<file path="config.mk">
export PLATFORM = sky130hd
export DESIGN_NAME = vec_capture_buf
export DESIGN_NICKNAME = d
export VERILOG_FILES = /design/src/rtl/vec_capture_buf.sv
export SDC_FILE = /design/constraint.sdc
export NUM_CORES = 1
export LEC_CHECK = 0
export ABC_AREA = 1
export CORE_UTILIZATION = 30
export CTS_CLUSTER_SIZE = 40
export DETAILED_ROUTE_END_ITERATION = 10
export PLACE_DENSITY = 0.52
export SLEW_MARGIN = 0
export SYNTH_ARGS = -nofsm -noshare
export SYNTH_HDL_FRONTEND = slang
export SYNTH_SLANG_ARGS = --single-unit
</file>
<file path="constraint.sdc">
create_clock -name clk_i -period 3.8 [get_ports clk_i]
set_input_delay 0.38 -clock clk_i [delete_from_list [all_inputs] [get_ports clk_i]]
set_output_delay 0.38 -clock clk_i [all_outputs]
set_load 0.01 [all_outputs]
</file>
<file path="src/rtl/vec_capture_buf.sv">
// -----------------------------------------------------------------------------
// vec_capture_buf
//
// Watches the 4-bit vector {A,B,D,E} of a small combinational DUT and records
// every change together with a saturating cycle timestamp. The trace is held
// in a first-word-fall-through FIFO and drained through a valid/ready port.
//
// Ports
//   clk_i        rising-edge clock
//   rst_i        synchronous active-high reset
//   arm_i        start capture (honoured in IDLE only, flushes the FIFO)
//   stop_i       end capture (honoured in CAPTURE only)
//   A_i..E_i     observed DUT nets, sampled directly at each rising edge
//   rd_valid_o   head entry available
//   rd_ready_i   consumer accepts the head entry
//   rd_data_o    head vector {A,B,D,E}, 0 when empty
//   rd_stamp_o   head timestamp, 0 when empty
//   count_o      entries held
//   full_o       count_o == DEPTH
//   overflow_o   sticky: a change was dropped since the last arm
//   busy_o       capture state machine is not IDLE
// -----------------------------------------------------------------------------
module vec_capture_buf #(
   parameter int DEPTH   = 8,
   parameter int STAMP_W = 8
) (
   input  logic                     clk_i,
   input  logic                     rst_i,
   input  logic                     arm_i,
   input  logic                     stop_i,
   input  logic                     A_i,
   input  logic                     B_i,
   input  logic                     D_i,
   input  logic                     E_i,
   output logic                     rd_valid_o,
   input  logic                     rd_ready_i,
   output logic [3:0]               rd_data_o,
   output logic [STAMP_W-1:0]       rd_stamp_o,
   output logic [$clog2(DEPTH):0]   count_o,
   output logic                     full_o,
   output logic                     overflow_o,
   output logic                     busy_o
);

   localparam int PW = $clog2(DEPTH);
   localparam int CW = PW + 1;
   localparam logic [STAMP_W-1:0] STAMP_MAX = {STAMP_W{1'b1}};

   typedef enum logic [1:0] {
      ST_IDLE    = 2'd0,
      ST_ARMED   = 2'd1,
      ST_CAPTURE = 2'd2
   } state_t;

   state_t               state_r;
   logic [STAMP_W-1:0]   stamp_r;
   logic [3:0]           last_r;
   logic [PW-1:0]        wr_ptr_r;
   logic [PW-1:0]        rd_ptr_r;
   logic [CW-1:0]        count_r;
   logic                 full_r;
   logic                 overflow_r;
   logic                 busy_r;
   logic                 head_valid_r;
   logic [3:0]           head_data_r;
   logic [STAMP_W-1:0]   head_stamp_r;

   logic [3:0]           mem_data_r  [DEPTH];
   logic [STAMP_W-1:0]   mem_stamp_r [DEPTH];

   logic [3:0]           vec_s;
   logic                 push_req_s;
   logic [STAMP_W-1:0]   push_stamp_s;
   logic                 pop_s;
   logic                 push_ok_s;
   logic                 drop_s;
   logic [CW-1:0]        count_nxt_s;
   logic [PW-1:0]        rd_ptr_inc_s;
   logic [3:0]           head_data_nxt_s;
   logic [STAMP_W-1:0]   head_stamp_nxt_s;

   assign vec_s = {A_i, B_i, D_i, E_i};

   // Push request: baseline in ARMED, changes in CAPTURE (stop suppresses).
   always_comb begin
      push_req_s   = 1'b0;
      push_stamp_s = stamp_r;
      case (state_r)
         ST_ARMED: begin
            push_req_s   = 1'b1;
            push_stamp_s = {STAMP_W{1'b0}};
         end
         ST_CAPTURE: begin
            if (!stop_i && (vec_s != last_r)) begin
               push_req_s = 1'b1;
            end else begin
               push_req_s = 1'b0;
            end
         end
         default: begin
            push_req_s = 1'b0;
         end
      endcase
   end

   // FIFO bookkeeping and next head entry, so the read port stays registered.
   always_comb begin
      pop_s            = head_valid_r && rd_ready_i;
      push_ok_s        = push_req_s && (!full_r || pop_s);
      drop_s           = push_req_s && full_r && !pop_s;
      count_nxt_s      = count_r + CW'(push_ok_s) - CW'(pop_s);
      rd_ptr_inc_s     = rd_ptr_r + PW'(1);
      head_data_nxt_s  = 4'd0;
      head_stamp_nxt_s = {STAMP_W{1'b0}};
      if (count_nxt_s == {CW{1'b0}}) begin
         head_data_nxt_s  = 4'd0;
         head_stamp_nxt_s = {STAMP_W{1'b0}};
      end else if (push_ok_s && ((count_r == {CW{1'b0}}) ||
                                 (pop_s && (count_r == CW'(1))))) begin
         // The pushed entry becomes the only entry: forward it directly.
         head_data_nxt_s  = vec_s;
         head_stamp_nxt_s = push_stamp_s;
      end else if (pop_s) begin
         head_data_nxt_s  = mem_data_r[rd_ptr_inc_s];
         head_stamp_nxt_s = mem_stamp_r[rd_ptr_inc_s];
      end else begin
         head_data_nxt_s  = mem_data_r[rd_ptr_r];
         head_stamp_nxt_s = mem_stamp_r[rd_ptr_r];
      end
   end

   // Storage array write; contents are qualified by the pointers, so no reset.
   always_ff @(posedge clk_i) begin
      if (push_ok_s) begin
         mem_data_r[wr_ptr_r]  <= vec_s;
         mem_stamp_r[wr_ptr_r] <= push_stamp_s;
      end
   end

   // Capture state machine, FIFO pointers and registered status outputs.
   always_ff @(posedge clk_i) begin
      if (rst_i) begin
         state_r      <= ST_IDLE;
         stamp_r      <= {STAMP_W{1'b0}};
         last_r       <= 4'd0;
         wr_ptr_r     <= {PW{1'b0}};
         rd_ptr_r     <= {PW{1'b0}};
         count_r      <= {CW{1'b0}};
         full_r       <= 1'b0;
         overflow_r   <= 1'b0;
         busy_r       <= 1'b0;
         head_valid_r <= 1'b0;
         head_data_r  <= 4'd0;
         head_stamp_r <= {STAMP_W{1'b0}};
      end else if ((state_r == ST_IDLE) && arm_i) begin
         // Arm flushes the FIFO; any same-edge read is discarded with it.
         state_r      <= ST_ARMED;
         stamp_r      <= {STAMP_W{1'b0}};
         wr_ptr_r     <= {PW{1'b0}};
         rd_ptr_r     <= {PW{1'b0}};
         count_r      <= {CW{1'b0}};
         full_r       <= 1'b0;
         overflow_r   <= 1'b0;
         busy_r       <= 1'b1;
         head_valid_r <= 1'b0;
         head_data_r  <= 4'd0;
         head_stamp_r <= {STAMP_W{1'b0}};
      end else begin
         if (push_ok_s) begin
            wr_ptr_r <= wr_ptr_r + PW'(1);
         end else begin
            wr_ptr_r <= wr_ptr_r;
         end
         if (pop_s) begin
            rd_ptr_r <= rd_ptr_inc_s;
         end else begin
            rd_ptr_r <= rd_ptr_r;
         end
         count_r      <= count_nxt_s;
         full_r       <= (count_nxt_s == CW'(DEPTH));
         overflow_r   <= overflow_r || drop_s;
         head_valid_r <= (count_nxt_s != {CW{1'b0}});
         head_data_r  <= head_data_nxt_s;
         head_stamp_r <= head_stamp_nxt_s;
         case (state_r)
            ST_ARMED: begin
               state_r <= ST_CAPTURE;
               last_r  <= vec_s;
               stamp_r <= STAMP_W'(1);
               busy_r  <= 1'b1;
            end
            ST_CAPTURE: begin
               last_r <= vec_s;
               if (stamp_r != STAMP_MAX) begin
                  stamp_r <= stamp_r + STAMP_W'(1);
               end else begin
                  stamp_r <= stamp_r;
               end
               if (stop_i) begin
                  state_r <= ST_IDLE;
                  busy_r  <= 1'b0;
               end else begin
                  state_r <= ST_CAPTURE;
                  busy_r  <= 1'b1;
               end
            end
            default: begin
               state_r <= ST_IDLE;
               busy_r  <= 1'b0;
            end
         endcase
      end
   end

   assign rd_valid_o = head_valid_r;
   assign rd_data_o  = head_data_r;
   assign rd_stamp_o = head_stamp_r;
   assign count_o    = count_r;
   assign full_o     = full_r;
   assign overflow_o = overflow_r;
   assign busy_o     = busy_r;

endmodule

</file>
Word level (Yosys, flattened, before mapping)
Memories as Yosys holds them, arrays and structs flattened. A register that Yosys moved wholly into a read port is not among the register bits.
Cells that the tools add are included.
{"block": "totals", "n_memories": 2, "wordCells": 73, "inputBits": 9, "ramBits": 96, "regBits": 40, "output_inout_bits": 20}
{"block": "classes", "n_addsub": 5, "mux": 21, "n_eq_ne": 7, "n_reduce_logical": 24, "bitwise_logic": 1}
{"name": "mem_stamp_r", "words": 8, "word_bits": 8, "rd": 2, "rd_clocked_by_memory_dff": 1, "wr": 1, "line_no": "69", "text": "logic [STAMP_W-1:0] mem_stamp_r [DEPTH];"}
{"name": "mem_data_r", "words": 8, "word_bits": 4, "rd": 2, "rd_clocked_by_memory_dff": 1, "wr": 1, "line_no": "68", "text": "logic [3:0] mem_data_r [DEPTH];"}
{"operator": "8-bit two-way mux", "n": 4}
{"operator": "8-bit case mux with 2 select lines", "n": 1}
{"operator": "3-bit two-way mux", "n": 4}
{"operator": "8-bit by 1-bit adder with 8-bit output, second input constant", "n": 1}
{"operator": "1-bit logical AND", "n": 8}
{"operator": "4-bit logical NOT", "n": 2}
{"operator": "4-bit two-way mux", "n": 2}
{"operator": "8-bit inequality test, second input constant", "n": 1}
{"operator": "3-bit by 1-bit adder with 3-bit output, second input constant", "n": 2}
{"operator": "1-bit two-way mux", "n": 6}
{"operator": "4-bit by 1-bit adder with 4-bit output", "n": 1}
{"operator": "4-bit by 1-bit == test with 1-bit output, second input constant", "n": 1}
{"operator": "4-bit == test, second input constant", "n": 1}
{"operator": "4-bit inequality test", "n": 1}
{"operator": "1-bit case mux with 2 select lines", "n": 2}
{"operator": "2-bit case mux with 2 select lines", "n": 1}
{"operator": "2-bit AND reduction", "n": 2}
{"operator": "4-bit nonzero test", "n": 1}
{"operator": "2-bit OR reduction", "n": 2}
{"operator": "4-bit by 1-bit subtractor with 4-bit output", "n": 1}
{"operator": "1-bit logical NOT", "n": 3}
{"operator": "1-bit logical OR", "n": 3}
{"operator": "3-bit OR reduction", "n": 1}
{"operator": "2-bit by 1-bit == test with 1-bit output, second input constant", "n": 1}
{"operator": "6 further kinds", "n": 6}

Logic depth before layout (Yosys ltp)
{"block": "logic_depth", "depth_word": 9, "depth_mapped": 19, "depth_no_buf": 18}

Least setup slack after synthesis
OpenSTA, ideal clock, no wires.
{"block": "synth_timing", "path_kind": "register to register", "start": "reg state_r[1]", "end": "reg head_data_r[0] (netlist: rd_data_o[0])", "setup_slack_ps": 976, "t_arrival_ps": 2760, "path_buffers": 2, "path_stages_with_launch": 20, "setup_ps": 64, "period_less_slack_ps": 2824, "required_ps": 3736, "path_cell_list": "dfxtp_1 > inv_1 > ha_1 > buf_2 > inv_1 > o21ai_0 > nor2_1 > nand3b_1 > nand3_4 > ha_1 > inv_1 > ha_1 > inv_1 > fa_1 > xnor2_1 > o21ai_0 > nand2_1 > buf_2 > nand2_1 > nor2_1"}
{"block": "synth_via", "elab_chain_len": 7, "word_cells_on_any_way": 12, "classes_between": "add/sub: 2; eq/ne: 2; mux: 2; reduce/logical: 6"}
{"item": "start, declared", "line_no": "55", "text": "state_t state_r;"}
{"item": "start signal, assigned", "line_no": "143", "text": "state_r <= ST_IDLE;"}
{"item": "start signal, assigned", "line_no": "157", "text": "state_r <= ST_ARMED;"}
{"item": "start signal, assigned", "line_no": "187", "text": "state_r <= ST_CAPTURE;"}
{"item": "2-bit == test / 2-bit by 1-bit == test with 1-bit output (equally long branches)", "line_no": "88", "text": "case (state_r)"}
{"item": "1-bit case mux with 2 select lines", "line_no": "88"}
{"item": "1-bit logical AND", "line_no": "109", "text": "push_ok_s = push_req_s && (!full_r || pop_s);"}
{"item": "4-bit by 1-bit adder with 4-bit output", "line_no": "111", "text": "count_nxt_s = count_r + CW'(push_ok_s) - CW'(pop_s);"}
{"item": "4-bit by 1-bit subtractor with 4-bit output", "line_no": "111"}
{"item": "4-bit logical NOT", "line_no": "115", "text": "if (count_nxt_s == {CW{1'b0}}) begin"}
{"item": "3-bit OR reduction (no line)"}
{"item": "end signal, assigned", "line_no": "183", "text": "head_data_r <= head_data_nxt_s;"}
{"item": "end, declared", "line_no": "65", "text": "logic [3:0] head_data_r;"}
Several ways; a longest one is shown, not always the timed one.
A chain may end at the register's enable or synchronous reset.

Worst setup path in the final report
{"block": "layout_timing", "start": "reg state_r[1]", "end": "reg head_stamp_r[6] (netlist: rd_stamp_o[6])"}
{"block": "layout_via", "elab_chain_len": 7, "word_cells_on_any_way": 13, "classes_between": "add/sub: 2; eq/ne: 2; mux: 3; reduce/logical: 6"}
{"item": "2-bit == test / 2-bit by 1-bit == test with 1-bit output (equally long branches)", "line_no": "88"}
{"item": "1-bit case mux with 2 select lines", "line_no": "88"}
{"item": "1-bit logical AND", "line_no": "109"}
{"item": "4-bit by 1-bit adder with 4-bit output", "line_no": "111"}
{"item": "4-bit by 1-bit subtractor with 4-bit output", "line_no": "111"}
{"item": "4-bit logical NOT", "line_no": "115"}
{"item": "3-bit OR reduction (no line)"}
{"item": "end signal, assigned", "line_no": "154", "text": "head_stamp_r <= {STAMP_W{1'b0}};"}
{"item": "end signal, assigned", "line_no": "167", "text": "head_stamp_r <= {STAMP_W{1'b0}};"}
{"item": "end signal, assigned", "line_no": "184", "text": "head_stamp_r <= head_stamp_nxt_s;"}
{"item": "end, declared", "line_no": "66", "text": "logic [STAMP_W-1:0] head_stamp_r;"}
Several ways; a longest one is shown, not always the timed one.

==> metrics.csv <==
metric;value;unit
Async SR Flop Fraction;0;
RSZ-0062 raised after global routing;false;
Total Wirelength;19600;um
GRT Residual Overflow;0;
Iter 0 DRT Violations;385;
Placement Setup Slack;0.317;ns
status;completed;
Rows;55;
Final Hold Fails;0;
GPL Wtd Cong;0.827;
first-pass GRT wire length;30800;um
sequential-to-total area share from yosys stat;0.534;
Int Power;2.93;mW
initial antenna violation count;0;
post-synthesis register bit count;139;
Die Y-Extent;155;um
arrival time at the worst endpoint;3.56;ns
Final Critical Period;3.21;ns
Post-DRT Antenna Nets;0;
CP Max Fanout;13;
CP max stage delay;0.37;ns
first-pass detailed-route iteration total;7;
Syn Nets;879;
drt wl/cell;16.1;um
design area;8270;um2
input/output buffers;28;
switching portion of total power;0.292;
Cell Pwr Density;500;nW/um2
Seq pwr share;0.420;
worst-skew pair later-pin latency;0.42;ns
cells along the critical path;inv_1 > ha_1 > inv_1 > o21ai_0 > nor2_1 > nand3b_1 > nand3_4 > ha_1 > inv_1 > ha_1 > inv_1 > fa_1 > xnor2_1 > o21ai_0 > nand2_1 > nand2_1 > nor2_1;
hold_ws;0.474;ns
Synth Flop Type;edfxtp_1;
cell area after placement;7740;um2
Clock Tree Buf Depth;2;
mapped cell area;7020;um2
Top delay family on crit path;adder cells;
Area Overhead vs Synth;17.9;%
CTS H-Tree Depth;4;
Final WS setup;0.593;ns
CTS tree;built;
DR vias;5674;
pin count of the biggest net entering global routing;85;
Peak Freq;0.312;GHz
Synth cell types;32;
critical path's slowest cell;fa_1;
Critical Path RT;4.15;ns
Psw;1.21;mW
final slew viol count;0;
yosys warns;0;
DP HPWL;12400;um
cts repair resizes;0;
Sinks on Clock Net;139;
Vias/cell;4.65;
Most common cell on crit path;inv_1;
Tcrit/Tclk final;0.844;
Hold Crit Start;overflow_o;
layout cells sized above 1;0.0762;
CP Capture Type;flop;
Root Buffer;clkbuf_16;
measured slew at the worst slew-check pin;0.850;ns
DRC;0;
# hold bufs at CTS;0;
Post-Synthesis Cells;858;
worst hold path class;reg2reg;
Post-CTS Repair Setup Buffers;0;
Critical Path Source;state_r[1];
Die Wd;155;um
Worst Skew;0.00451;ns
Clk pwr share;0.366;
number of CTS-inserted buffers;17;
TNS Setup;0;ns
fillers;2333;
Comb pwr share;0.214;
number of global-route vias before repair;5590;
Mapped Avg Cell Area;8.18;um2
Final setup viols;0;
I/O pins;29;
Slew HR;0.433;
Final nets;914;
VDD IR-drop max;355;uV
P_leak;3.23;nW
Post-synth EDFFs;96;
Inserted Diodes;0;
die area;24000;um2
Crit Path Category;reg2reg;
Initial Utilization;0.308;
Critical R2R Launch;state_r[1];
Crit path buffers/inverters;4;
Core Region;22800;um2
startpoint types;flop;
Max-cap violations;0;
GRT Util Overall;0.172;
clock transition at the registers of the reported paths;0.05;ns
layout by cell type, fill, tap and decap left out, types with 3 or more instances in the layout:
| cell | instances |
|---|---|
| edfxtp_1 | 96 |
| clkbuf_16 | 17 |
| a211oi_1 | 4 |
| nand3_1 | 75 |
| o21ai_1 | 5 |
| clkbuf_1 | 6 |
| ha_1 | 11 |
| o21ai_0 | 62 |
| a21oi_1 | 29 |
| clkinv_2 | 4 |
| buf_4 | 30 |
| nor2_1 | 75 |
| xnor2_1 | 3 |
| nand2_1 | 234 |
| o211ai_1 | 24 |
| dfxtp_1 | 41 |
| clkdlybuf4s50_1 | 28 |
| inv_1 | 122 |
| nor3_2 | 4 |
| nand4_1 | 13 |
cell families (layout without fill, tap and decap cells):
family                     Yosys count  after routing  share of synthesized area
DFF                                139            139                      0.534
buffers and inverters              167            215                     0.0951
and+or+nand+nor                    411            411                      0.244
adders and majority gates           12             12                     0.0225
xor gates and xnor gates             4              4                    0.00499
AOI/OAI and AO/OA                  125            125                     0.0995
power by group through the flow:
stage               Combinational, mW  Clock, mW  Sequential (mW)
floorplan                       0.509          0             1.78
global placement                0.882          0             1.77
detailed placement              0.878          0             1.76
CTS                             0.884       1.55             1.74
global route                    0.988       1.61             1.74
finish                          0.886       1.51             1.74
layer usage:
layer | up-vias | wire length [um] | track usage
li1 | 2871 | - | -
met1 | 2625 | 9330 | 0.236
met2 | 153 | 8780 | 0.270
met3 | 25 | 1220 | 0.0398
met4 | 0 | 274 | 0.0514
met5 | - | 0 | 0
per-stage QoR:
step,total power [mW],cells,util
6_report,4.13,1219,0.363
4_1_cts,4.17,1219,0.363
2_1_floorplan,2.29,858,-
3_5_place_dp,2.64,1187,0.340
5_1_grt,4.34,1219,0.363
3_3_place_gp,2.65,1187,0.340
sequential cells by signal, indices dropped and copies added, names as in the netlist, 2 cells and up, named ones only:
signal	cells
rd_ptr_r	3
mem_data_r	32
mem_stamp_r	64
rd_stamp_o	8
count_o	4
last_r	4
stamp_r	8
wr_ptr_r	3
state_r	2
rd_data_o	4
final timing paths:
kind,cells after the start,to,slack [ns]
min reg2reg,1,overflow_o,0.47
max,17,rd_stamp_o[6],0.59
max reg2reg,17,rd_stamp_o[6],0.59
min,1,overflow_o,0.47
cells in the mapped netlist, types with 2 or more instances:
| library cell | number | area, um2 |
|---|---|---|
| nor3_1 | 6 | 30.0 |
| o211ai_1 | 24 | 180 |
| buf_2 | 20 | 100 |
| nand2_1 | 234 | 878 |
| dfxtp_1 | 43 | 861 |
| buf_6 | 2 | 22.5 |
| o21ai_0 | 62 | 310 |
| nand3_1 | 75 | 375 |
| ha_1 | 11 | 138 |
| nand4_1 | 13 | 81.3 |
| inv_1 | 122 | 458 |
| clkbuf_1 | 17 | 63.8 |
| buf_1 | 3 | 11.3 |
| a211oi_1 | 4 | 30.0 |
| inv_2 | 2 | 7.51 |
| edfxtp_1 | 96 | 2880 |
| xnor2_1 | 3 | 26.3 |
| nor2_1 | 75 | 282 |
| o21ai_1 | 5 | 25.0 |
| a21oi_1 | 29 | 145 |
layout make-up:
| type | instances | area [um2] | share of cell area |
|---|---|---|---|
| Tap cell | 313 | 392 | 0.0474 |
| Clock buffer | 24 | 462 | 0.0558 |
| Timing Repair Buffer | 58 | 505 | 0.0611 |
| Multi-Input combinational cell | 552 | 2630 | 0.317 |
| Inverter | 125 | 469 | 0.0567 |
| Clock inverter | 8 | 71.3 | 0.00862 |
| Sequential cell | 139 | 3750 | 0.453 |
(Power assumes the default switching activity.)
